--- config.mk ---
export PLATFORM = sky130hd
export DESIGN_NAME = timer_counter
export DESIGN_NICKNAME = d
export VERILOG_FILES = /design/src/rtl/timer_counter.sv
export SDC_FILE = /design/constraint.sdc
export NUM_CORES = 1
export LEC_CHECK = 0
export ABC_AREA = 1
export BUFFER_PORTS_ARGS = -buffer_cell sky130_fd_sc_hd__buf_2
export CAP_MARGIN = 25
export CORE_ASPECT_RATIO = 0.75
export CORE_UTILIZATION = 30
export DETAILED_ROUTE_END_ITERATION = 16
export SLEW_MARGIN = 20
export SYNTH_ARGS = -nofsm -noshare
export SYNTH_HDL_FRONTEND = slang
export SYNTH_SLANG_ARGS = --single-unit
export TNS_END_PERCENT = 10
--- constraint.sdc ---
create_clock -name clk -period 3.6 [get_ports clk]
set_input_delay 0.72 -clock clk [delete_from_list [all_inputs] [get_ports clk]]
set_output_delay 0.72 -clock clk [all_outputs]
set_load 0.05 [all_outputs]
--- src/rtl/timer_counter.sv ---
// timer_counter
//    Memory-mapped down-counting timer with one-shot and auto-reload modes.
//    Three word registers: CTRL (addr 0), PRESET (addr 1), COUNT (addr 2, read-only).
//
// Ports
//    clk      system clock, rising-edge
//    reset_n  asynchronous active-low reset
//    addr     word select (CPU address bits [3:2])
//    we       write strobe, already qualified by the bridge
//    wdata    CPU store data
//    rdata    combinational read data for the selected word
//    irq      interrupt request (irq_flag gated by CTRL.IM)
//
// CTRL layout: [0] EN, [2:1] MODE (01 = auto-reload, others one-shot), [3] IM
//
// state | meaning
// IDLE  | waiting for EN, COUNT holds
// LOAD  | copy PRESET into COUNT
// CNT   | decrement until COUNT reaches 0
// INT   | terminal count hit; reload path or one-shot EN clear

module timer_counter (
   input  logic        clk,
   input  logic        reset_n,
   input  logic [1:0]  addr,
   input  logic        we,
   input  logic [31:0] wdata,
   output logic [31:0] rdata,
   output logic        irq
);

   typedef enum logic [1:0] {
      IDLE = 2'd0,
      LOAD = 2'd1,
      CNT  = 2'd2,
      INT  = 2'd3
   } state_t;

   localparam logic [1:0] MODE_AUTO = 2'b01;

   state_t      state_q;
   logic [3:0]  ctrl_q;
   logic [31:0] preset_q;
   logic [31:0] count_q;
   logic        irq_flag_q;

   logic        en;
   logic [1:0]  mode;
   logic        im;

   assign en   = ctrl_q[0];
   assign mode = ctrl_q[2:1];
   assign im   = ctrl_q[3];

   // The CPU write is applied after the FSM update so that a CTRL write
   // landing on the one-shot EN clear (or on the irq set) takes priority.
   always_ff @(posedge clk or negedge reset_n) begin
      if (!reset_n) begin
         state_q    <= IDLE;
         ctrl_q     <= 4'h0;
         preset_q   <= 32'h0;
         count_q    <= 32'h0;
         irq_flag_q <= 1'b0;
      end else begin
         case (state_q)
            IDLE: begin
               if (en) state_q <= LOAD;
            end
            LOAD: begin
               count_q <= preset_q;
               state_q <= CNT;
            end
            CNT: begin
               if (!en) begin
                  state_q <= IDLE;
               end else if (count_q > 32'd1) begin
                  count_q <= count_q - 32'd1;
               end else begin
                  count_q    <= 32'h0;
                  irq_flag_q <= 1'b1;
                  state_q    <= INT;
               end
            end
            INT: begin
               if (mode == MODE_AUTO) irq_flag_q <= 1'b0;
               else                   ctrl_q[0]  <= 1'b0;
               state_q <= IDLE;
            end
            default: state_q <= IDLE;
         endcase

         if (we) begin
            case (addr)
               2'd0: begin
                  ctrl_q     <= wdata[3:0];
                  irq_flag_q <= 1'b0;
               end
               2'd1:    preset_q <= wdata;
               default: ;
            endcase
         end
      end
   end

   always_comb begin
      rdata = 32'h0;
      case (addr)
         2'd0:    rdata = {28'h0, ctrl_q};
         2'd1:    rdata = preset_q;
         2'd2:    rdata = count_q;
         default: rdata = 32'h0;
      endcase
   end

   assign irq = irq_flag_q & im;

endmodule
==> results.ini, run 1 <==
[clock_tree]
cts_num_sinks = 71
cts_resized = 0
cts_tree = built
clock_path_buffers = 2
cts_root_buffer = clkbuf_16
h-tree-depth = 3
postCtsHoldBufs = 0
cts_buffers = 9
clk_pin_slew_ns = 0.06
cts_setup_buffers = 0
clock_latency_ns = 0.35

[die]
die_h_um = 107
start_util = 0.314
die_w_um = 142
dieArea_mm2 = 0.0152
io_pins = 70
rows = 37
core_mm2 = 0.0140

[detailed_routing]
routed_wl_um = 12600
wl_per_cell_um = 14.8
vias_per_cell = 4.69
drt_iter0_markers = 332
num_vias = 4004
drt-pass1-iter-count = 5
ant_nets = 0
post-route-drc-count = 0

[layout]
fin_nets = 692
areaGrowthSynthToFinish_pct = 19.5
layout_commonest_cell = nand2_1
diodes = 0
layout_common_cells = 126 x nand2_1, 80 x nor2_1, 71 x inv_1, 71 x dfrtp_1, 69 x buf_2
drive_gt1_frac = 0.242

[timing]
skew_ns = 0.0123
slew_viol_final = 0
max_slew_margin = 0.521
setup_viol = 0
finalCritPeriodShare = 0.782
rsz0062_at_grt = no
max_slew.worst_pin.slew_ns = 0.719
fin_crit_ns = 2.81
tns_ns = 0
hold_viol = 0
worst_slack_ns = 0.786
max_freq_ghz = 0.355

[global_routing]
grt-ovfl-total = 0
gr-usage-met1 = 0.273
busiest_layer = met1
grt_start_max_net_pins = 44
grt_pass1_vias = 3880
globalRouteMet3Util = 0.0478
grt_pass1_wl_um = 20700
grtUsageMet2 = 0.249
antenna_found_initial = 0
grt_usage = 0.181

[outcome]
status = completed

[setup_path]
cp_slowest_cell = buf_4
slowest_delay_ns = 0.35
r2r-start = state_q[0]$_DFFE_PN0P_
cp-start-kind = input pin
critical_path_required_ns = 2.88
reg2reg_to = count_q[16]$_DFFE_PN0P_
worstPathCellList = buf_2 -> inv_1 -> nand2_1 -> buf_4 -> o22ai_1 -> buf_2
critPathMostFrequentCell = buf_2
critical_path_class = in2out
reg2reg_slack_ns = 1.58
cp_max_fo = 19
rr_worst_depth = 7
arrival_ns = 2.09
crit_path_end_kind = primary output

[pwr]
ir_drop_uv = 268
p_leak_nw = 2.45
power.density_mw_per_mm2 = 760

[yosys]
netlist_instances = 589
ys_seq_area_frac = 0.403
syn_nets = 628
yosysUniqueCellTypes = 30
ys_ff_latch = 71
yosysWarnings = 0
syn_avg_cell_area_um2 = 7.48
netlist_area_mm2 = 0.00441

[job]
drv_cap = 0

[placed_design]
dp_slack_ns = 0.753
dp_hpwl_um = 9270
routabilityCongestion = 0.927
io_buffers = 69

[min_path]
hp-class = in2async

-- worst max-delay path by stage --
stage,start,end,cells past startpoint
2_1_floorplan,addr[0],rdata[13],4
3_3_place_gp,addr[0],rdata[6],6
3_5_place_dp,addr[0],rdata[6],6
4_1_cts,addr[0],rdata[6],6
5_1_grt,addr[0],rdata[6],6
6_report,addr[0],rdata[6],6
-- worst max-delay path: cells and delay by family --
family	cells	cell delay (ns)
simple gates	1	0.31
compound gates	1	0.22
buf+inv	4	0.83
-- synthesized netlist by cell type --
library cell | number | area share
nand2_1 | 127 | 0.11
nor2_1 | 81 | 0.069
dfrtp_1 | 71 | 0.40
inv_1 | 71 | 0.060
o21ai_0 | 57 | 0.065
a21oi_1 | 31 | 0.035
nand3_1 | 19 | 0.022
mux2_2 | 17 | 0.043
nand3_2 | 17 | 0.039
clkbuf_1 | 12 | 0.010
o22ai_1 | 11 | 0.016
a22oi_1 | 10 | 0.017
nor2_2 | 9 | 0.013
nand2_2 | 8 | 0.011
o21ai_1 | 7 | 0.0079
xor2_1 | 6 | 0.012
nor2_4 | 5 | 0.013
buf_2 | 4 | 0.0045
buf_6 | 4 | 0.010
inv_2 | 4 | 0.0034
nand4_1 | 4 | 0.0057
a21oi_2 | 2 | 0.0040
a22oi_2 | 2 | 0.0057
ha_1 | 2 | 0.0057
o211ai_1 | 2 | 0.0034
o221ai_1 | 2 | 0.0040
buf_1 | 1 | 0.00085
buf_4 | 1 | 0.0017
nor2_8 | 1 | 0.0045
nor3_2 | 1 | 0.0023
-- final cells by class --
type | instances | area [µm²]
Clock buffer | 9 | 225
Clock inverter | 7 | 103
Fill cell | 1518 | 8760
Inverter | 75 | 282
Multi-Input combinational cell | 421 | 2230
Sequential cell | 71 | 1780
Tap cell | 195 | 244
Timing Repair Buffer | 75 | 403
-- registers in the layout, indices dropped and copies added (netlist names) --
| name | cells |
|---|---|
| count_q | 32 |
| preset_q | 32 |
| ctrl_q | 4 |
| state_q | 2 |
| irq_flag_q | 1 |
-- layer usage --
metal  part of all wire  vias to the layer above
met3              0.064                       11
li1                   -                     2044
met1               0.54                     1847
met2               0.38                      102
met4             0.0096                        0
met5                  0                        -
-- metrics by stage --
| step | utilization | power (W) | cells | area (µm²) | hold WS [ns] |
|---|---|---|---|---|---|
| floorplan | - | 0.00258 | 589 | 4410 | 0.424 |
| global placement | 0.352 | 0.00300 | 837 | 4940 | 0.470 |
| detailed placement | 0.352 | 0.00301 | 837 | 4940 | 0.483 |
| CTS | 0.375 | 0.00402 | 853 | 5270 | 0.442 |
| global route | 0.375 | 0.00430 | 853 | 5270 | 0.486 |
| finish | 0.375 | 0.00400 | 853 | 5270 | 0.430 |
-- where the power goes --
part | leakage (nW) | switching, W | internal (W) | total (W)
logic | 1.47 | 0.00112 | 0.000510 | 0.00163
registers | 0.815 | 0.000310 | 0.00106 | 0.00137
clock network | 0.157 | 0.000381 | 0.000614 | 0.000995
total | 2.45 | 0.00181 | 0.00219 | 0.00400
-- cells by family (layout without fill, tap and decap cells) --
group	Yosys count	count (layout)	share of synthesized area
adders and majority gates	2	2	0.00568
xor gates and xnor gates	6	6	0.0119
buffers and inverters	97	166	0.0914
muxes	17	17	0.0434
DFF	71	71	0.403
AOI/OAI and AO/OA	124	124	0.158
and+or+nand+nor	272	272	0.287
Note: power is estimated with default switching activity, not from simulation.
==> inputs of run 2 (changes only) <==
clock period = 2.6 ns   (was 3.6 ns; I/O delays follow)
==> run 2 against run 1 <==
Compared with the run above:
- clock skew hardly changed
- highest routed layer unchanged
- sequential share of layout area is 0.29 points lower
- routed wire length is 0.88% higher
- first-iteration DRC count is 20% lower
- global-route usage is 0.090 points higher
- sequential power is 39% higher
- via count is 2.4% higher
- register-to-register slack worse by 0.99 ns
- worst setup slack worse by 0.27 ns
- critical endpoint is now rdata[19]
- cell area is 0.86% higher
- count of clock-buffer cells in the layout stayed put
- hold slack worse by 0.35 ns
==> results.ini, run 2 (synthesis results as in run 1) <==
[job]
drv_cap = 0  ; unchanged

[timing]
fin_crit_ns = 2.09
max_slew.worst_pin.slew_ns = 0.615  ; was 0.719 ns
worst_slack_ns = 0.511  ; was 0.786 ns
rsz0062_at_grt = no  ; unchanged
slew_viol_final = 0  ; unchanged
max_freq_ghz = 0.479
finalCritPeriodShare = 0.803
tns_ns = 0  ; unchanged
max_slew_margin = 0.590  ; was 0.521
skew_ns = 0.0119  ; was 0.0123 ns
hold_viol = 0  ; unchanged
fin_worst_hold_slack_ns = 0.0836  ; was 0.430 ns
setup_viol = 0  ; unchanged

[layout]
seq_area_mm2 = 0.00178  ; unchanged
n_fill_cell = 1497  ; was 1,518
multi_input_area_mm2 = 0.00223  ; unchanged
layout_common_cells = 126 x nand2_1, 80 x nor2_1, 71 x inv_1, 71 x dfrtp_1, 69 x buf_2  ; unchanged
top_regs = count_q x32, preset_q x32, ctrl_q x4  ; unchanged
diodes = 0  ; unchanged
fin_nets = 698  ; was 692
areaGrowthSynthToFinish_pct = 20.5  ; was 19.5%
layout_commonest_cell = nand2_1  ; unchanged
finish.utilization = 0.379  ; was 0.375
drive_gt1_frac = 0.248  ; was 0.242

[die]
die_w_um = 142  ; unchanged
core_mm2 = 0.0140  ; unchanged
io_pins = 70  ; unchanged
dieArea_mm2 = 0.0152  ; unchanged
start_util = 0.314  ; unchanged
rows = 37  ; unchanged
die_h_um = 107  ; unchanged

[pwr]
p_sw_frac = 0.451  ; was 0.453
p_leak_nw = 2.48  ; was 2.45 nW
power_frac_comb = 0.411  ; was 0.408
power_w = 0.00555  ; was 0.00400 W
switching_power_w = 0.00250  ; was 0.00181 W
power.density_mw_per_mm2 = 1040  ; was 760 mW/mm²
power.internal_w = 0.00304  ; was 0.00219 W
ir_drop_uv = 460  ; was 268 µV
clkPwrFrac = 0.247  ; was 0.249
seqPwrFrac = 0.342  ; was 0.343

[clock_tree]
h-tree-depth = 3  ; unchanged
clk_pin_slew_ns = 0.06  ; about the same
cts_root_buffer = clkbuf_16  ; unchanged
postCtsHoldBufs = 0  ; unchanged
cts_buffers = 9  ; unchanged
cts_num_sinks = 71  ; unchanged
clock_latency_ns = 0.35  ; about the same
cts_setup_buffers = 0  ; unchanged
cts_tree = built  ; unchanged
cts_resized = 0  ; unchanged
clock_path_buffers = 2  ; unchanged

[detailed_routing]
drt-pass1-iter-count = 5  ; unchanged
ant_nets = 0  ; unchanged
drt_iter0_markers = 267  ; was 332
wl_per_cell_um = 14.8  ; about the same
vias_per_cell = 4.77  ; was 4.69
routed_wl_um = 12700  ; was 12,600 µm
num_vias = 4101  ; was 4,004
post-route-drc-count = 0  ; unchanged

[global_routing]
grt_pass1_vias = 3865  ; was 3,880
grt_pass1_wl_um = 20800  ; was 20,700 µm
grt_start_max_net_pins = 36  ; was 44
grt-ovfl-total = 0  ; unchanged
grt_usage = 0.182  ; was 0.181
antenna_found_initial = 0  ; unchanged

[setup_path]
critical_path_required_ns = 2.08  ; was 2.88 ns
cp_max_fo = 32  ; was 19
cp-start-kind = input pin  ; unchanged
crit_path_end_kind = primary output  ; unchanged
critPathMostFrequentCell = buf_2  ; unchanged
critical_path_class = in2out  ; unchanged
cp_slowest_cell = buf_2  ; was buf_4
arrival_ns = 1.57  ; was 2.09 ns
worstPathCellList = buf_2 -> inv_1 -> nand2_1 -> buf_4 -> o21ai_0 -> buf_2  ; was buf_2 -> inv_1 -> nand2_1 -> buf_4 -> o22ai_1 -> buf_2
slowest_delay_ns = 0.31  ; was 0.35 ns

[placed_design]
dp_hpwl_um = 9570  ; was 9270 µm
routabilityCongestion = 0.962  ; was 0.927
dp_slack_ns = 0.522  ; was 0.753 ns
io_buffers = 69  ; unchanged

[min_path]
hp-class = in2async  ; unchanged

[outcome]
status = completed  ; unchanged

-- run 2: through the flow --
step,cells,area [µm²]
floorplan,589,4410
finish,859,5310
detailed placement,843,4980
global placement,843,4980
CTS,859,5310
global route,859,5310
-- run 2: worst max-delay path: cells and delay by family --
family	cells	cell delay, ns
AND/OR/NAND/NOR	1	0.05
AO/OA/AOI/OAI	1	0.26
buffers and inverters	4	0.72
-- run 2: layer usage --
| layer | vias up | global-route usage | part of all wire |
|---|---|---|---|
| met2 | 118 | 0.246 | 0.39 |
| met1 | 1913 | 0.278 | 0.53 |
| met4 | 0 | 0.0576 | 0.015 |
| met3 | 15 | 0.0438 | 0.070 |
| met5 | - | 0 | 0 |
| li1 | 2055 | - | - |
-- run 2: layout make-up --
type | instances | share of cell area
clock buffer | 9 | 0.0424
clock inverter | 7 | 0.0193
inverter | 75 | 0.0530
multi-input combinational | 421 | 0.420
sequential | 71 | 0.335
tap | 195 | 0.0459
timing repair buffer | 81 | 0.0844
-- run 2: path summary, 6_finish.rpt --
| path | startpoint | to | cells past startpoint | slack (ns) |
|---|---|---|---|---|
| setup / recovery | addr[0] | rdata[19] | 6 | 0.51 |
| hold / removal | reset_n | preset_q[28]$_DFFE_PN0P_ | 1 | 0.08 |
| setup reg to reg | count_q[1]$_DFFE_PN0P_ | count_q[11]$_DFFE_PN0P_ | 11 | 0.59 |
| hold reg to reg | ctrl_q[2]$_DFFE_PN0P_ | ctrl_q[2]$_DFFE_PN0P_ | 2 | 0.51 |
| max in group asynchronous | reset_n | preset_q[19]$_DFFE_PN0P_ | 2 | 1.98 |
| min in group clk | wdata[15] | preset_q[15]$_DFFE_PN0P_ | 2 | 0.40 |
-- run 2: power groups by stage --
stage / Sequential [W] / Combinational (W) / Clock [W]
after global placement: 0.00191 / 0.00226 / 0
after detailed placement: 0.00190 / 0.00228 / 0
after floorplan: 0.00177 / 0.00181 / 0
after CTS: 0.00189 / 0.00229 / 0.00140
after global routing: 0.00196 / 0.00255 / 0.00144
final: 0.00190 / 0.00228 / 0.00137
==> inputs of run 3 (changes only) <==
clock period = 1.88 ns   (was 2.6 ns; I/O delays follow)
==> run 3 against run 2 <==
Compared with the run above:
- routed wire length rose by 3.8%
- flip-flop and latch count did not move
- final cell count rose by 1.3%
==> results.ini, run 3 (synthesis results as in run 1) <==
[layout]
layout_common_cells = 125 x nand2_1, 78 x nor2_1, 71 x dfrtp_1  ; was 126 x nand2_1, 80 x nor2_1, 71 x inv_1, 71 x dfrtp_1, 69 x buf_2
instances_no_fill = 870  ; was 859
diodes = 0  ; unchanged
layout_commonest_cell = nand2_1  ; unchanged
drive_gt1_frac = 0.267  ; was 0.248
areaGrowthSynthToFinish_pct = 22.5  ; was 20.5%
fin_nets = 709  ; was 698
top_regs = count_q x32, preset_q x32, ctrl_q x4  ; unchanged

[timing]
hold_viol = 0  ; unchanged
worst_slack_ns = 0.0721  ; was 0.511 ns
skew_ns = 0.00970  ; was 0.0119 ns
max_slew.worst_pin.slew_ns = 0.600  ; was 0.615 ns
setup_viol = 0  ; unchanged
finalCritPeriodShare = 0.962
rsz0062_at_grt = no  ; unchanged
max_slew_margin = 0.599  ; was 0.590
slew_viol_final = 0  ; unchanged
fin_crit_ns = 1.81
max_freq_ghz = 0.553

[detailed_routing]
vias_per_cell = 4.71  ; was 4.77
drt_iter0_markers = 367  ; was 267
routed_wl_um = 13200  ; was 12,700 µm
post-route-drc-count = 0  ; unchanged
ant_nets = 0  ; unchanged
num_vias = 4102  ; was 4,101
wl_per_cell_um = 15.2  ; was 14.8 µm
drt-pass1-iter-count = 5  ; unchanged

[clock_tree]
clock_latency_ns = 0.35  ; about the same
cts_root_buffer = clkbuf_16  ; unchanged
cts_buffers = 9  ; unchanged
cts_num_sinks = 71  ; unchanged
h-tree-depth = 3  ; unchanged
clock_path_buffers = 2  ; unchanged
clk_pin_slew_ns = 0.06  ; about the same
cts_tree = built  ; unchanged

[pwr]
p_leak_nw = 2.52  ; was 2.48 nW
ir_drop_uv = 570  ; was 460 µV
power.density_mw_per_mm2 = 1410  ; was 1040 mW/mm²
power_w = 0.00764  ; was 0.00555 W

[global_routing]
grt-ovfl-total = 0  ; unchanged
antenna_found_initial = 0  ; unchanged
grt_pass1_vias = 3994  ; was 3,865
globalRouteMet3Util = 0.0509  ; was 0.0438
grt_pass1_wl_um = 21600  ; was 20,800 µm
grt_start_max_net_pins = 72  ; was 36
grtUsageMet2 = 0.258  ; was 0.246
grt_usage = 0.189  ; was 0.182
busiest_layer = met1  ; unchanged
gr-usage-met1 = 0.286  ; was 0.278

[placed_design]
dp_hpwl_um = 9480  ; was 9570 µm
routabilityCongestion = 0.958  ; was 0.962
dp_slack_ns = -0.00678  ; was 0.522 ns
io_buffers = 69  ; unchanged
placedCellCount = 849  ; was 843

[die]
start_util = 0.314  ; unchanged
die_w_um = 142  ; unchanged
dieArea_mm2 = 0.0152  ; unchanged
rows = 37  ; unchanged
die_h_um = 107  ; unchanged
core_mm2 = 0.0140  ; unchanged
io_pins = 70  ; unchanged

[job]
drv_cap = 0  ; unchanged

[setup_path]
cp-start-kind = flip-flop  ; was input pin
critical_path_required_ns = 1.50  ; was 2.08 ns
arrival_ns = 1.43  ; was 1.57 ns
critPathBufInv = 2  ; was 4
critPathLaunch = count_q[16]$_DFFE_PN0P_  ; was addr[0]
worstPathCellList = inv_1 -> o22ai_1 -> clkbuf_4  ; was buf_2 -> inv_1 -> nand2_1 -> buf_4 -> o21ai_0 -> buf_2
critical_path_class = reg2out  ; was in2out
cp_max_fo = 5  ; was 32
critPathTopFamily = flip-flops  ; was buffers and inverters
crit_path_end_kind = primary output  ; unchanged
r2r-start = count_q[0]$_DFFE_PN0P_  ; was count_q[1]$_DFFE_PN0P_
cp_slowest_cell = dfrtp_1  ; was buf_2
slowest_delay_ns = 0.48  ; was 0.31 ns

[min_path]
hp-class = in2async  ; unchanged

[outcome]
status = completed  ; unchanged

## run 3: layer usage
| layer | vias to the layer above | routed length (µm) |
|---|---|---|
| li1 | 2077 | - |
| met1 | 1857 | 6950 |
| met2 | 154 | 5120 |
| met3 | 14 | 1010 |
| met4 | 0 | 133 |
| met5 | - | 0 |
## run 3: power by group
part / leakage, nW / internal (W) / switching [W] / total, W
Sequential: 0.815 / 0.00203 / 0.000585 / 0.00262
Clock: 0.130 / 0.000906 / 0.000731 / 0.00164
Combinational: 1.58 / 0.00113 / 0.00226 / 0.00338
Total: 2.52 / 0.00407 / 0.00357 / 0.00764
## run 3: final cells by class
type / instances / area, µm²
sequential: 71 / 1780
inverter: 75 / 282
clock buffer: 9 / 225
tap: 195 / 244
clock inverter: 7 / 56.3
multi-input combinational: 422 / 2250
timing repair buffer: 91 / 566
fill: 1509 / 8630
## run 3: worst reg2reg max path, delay by kind of cell (launching register included)
kind / cells / cell delay, ns
DFF: 1 / 0.39
adders and majority gates: 1 / 0.18
and+or+nand+nor: 4 / 0.54
buffers and inverters: 2 / 0.23
AOI/OAI and AO/OA: 2 / 0.33
## run 3: metrics by stage
stage	instance area [µm²]	util	hold WS [ns]	setup TNS, ns
after floorplan	4410	-	0.0804	-6.40
after global placement	5050	0.360	0.441	0
after detailed placement	5050	0.360	0.440	-0.00678
after CTS	5350	0.381	0.0753	0
after global routing	5400	0.385	0.0904	0
final	5400	0.385	0.0466	0
## run 3: final timing paths
kind                                             to  slack (ns)  cells past startpoint
max reg2reg                 count_q[28]$_DFFE_PN0P_        0.12                      9
max                                       rdata[16]        0.07                      3
max in group asynchronous   preset_q[0]$_DFFE_PN0P_        1.50                      2
min in group clk           preset_q[17]$_DFFE_PN0P_        0.26                      2
min                        preset_q[28]$_DFFE_PN0P_        0.05                      2
min reg2reg                   ctrl_q[2]$_DFFE_PN0P_        0.50                      2
## run 3: what timing repair did
action / in CTS / in global routing
buffers inserted: 0 / 4
setup endpoints to repair: 2 / 22
gates cloned: 1 / 0
hold buffers: 0 / 0
pin swaps: 2 / 3
gates resized for setup: 0 / 6
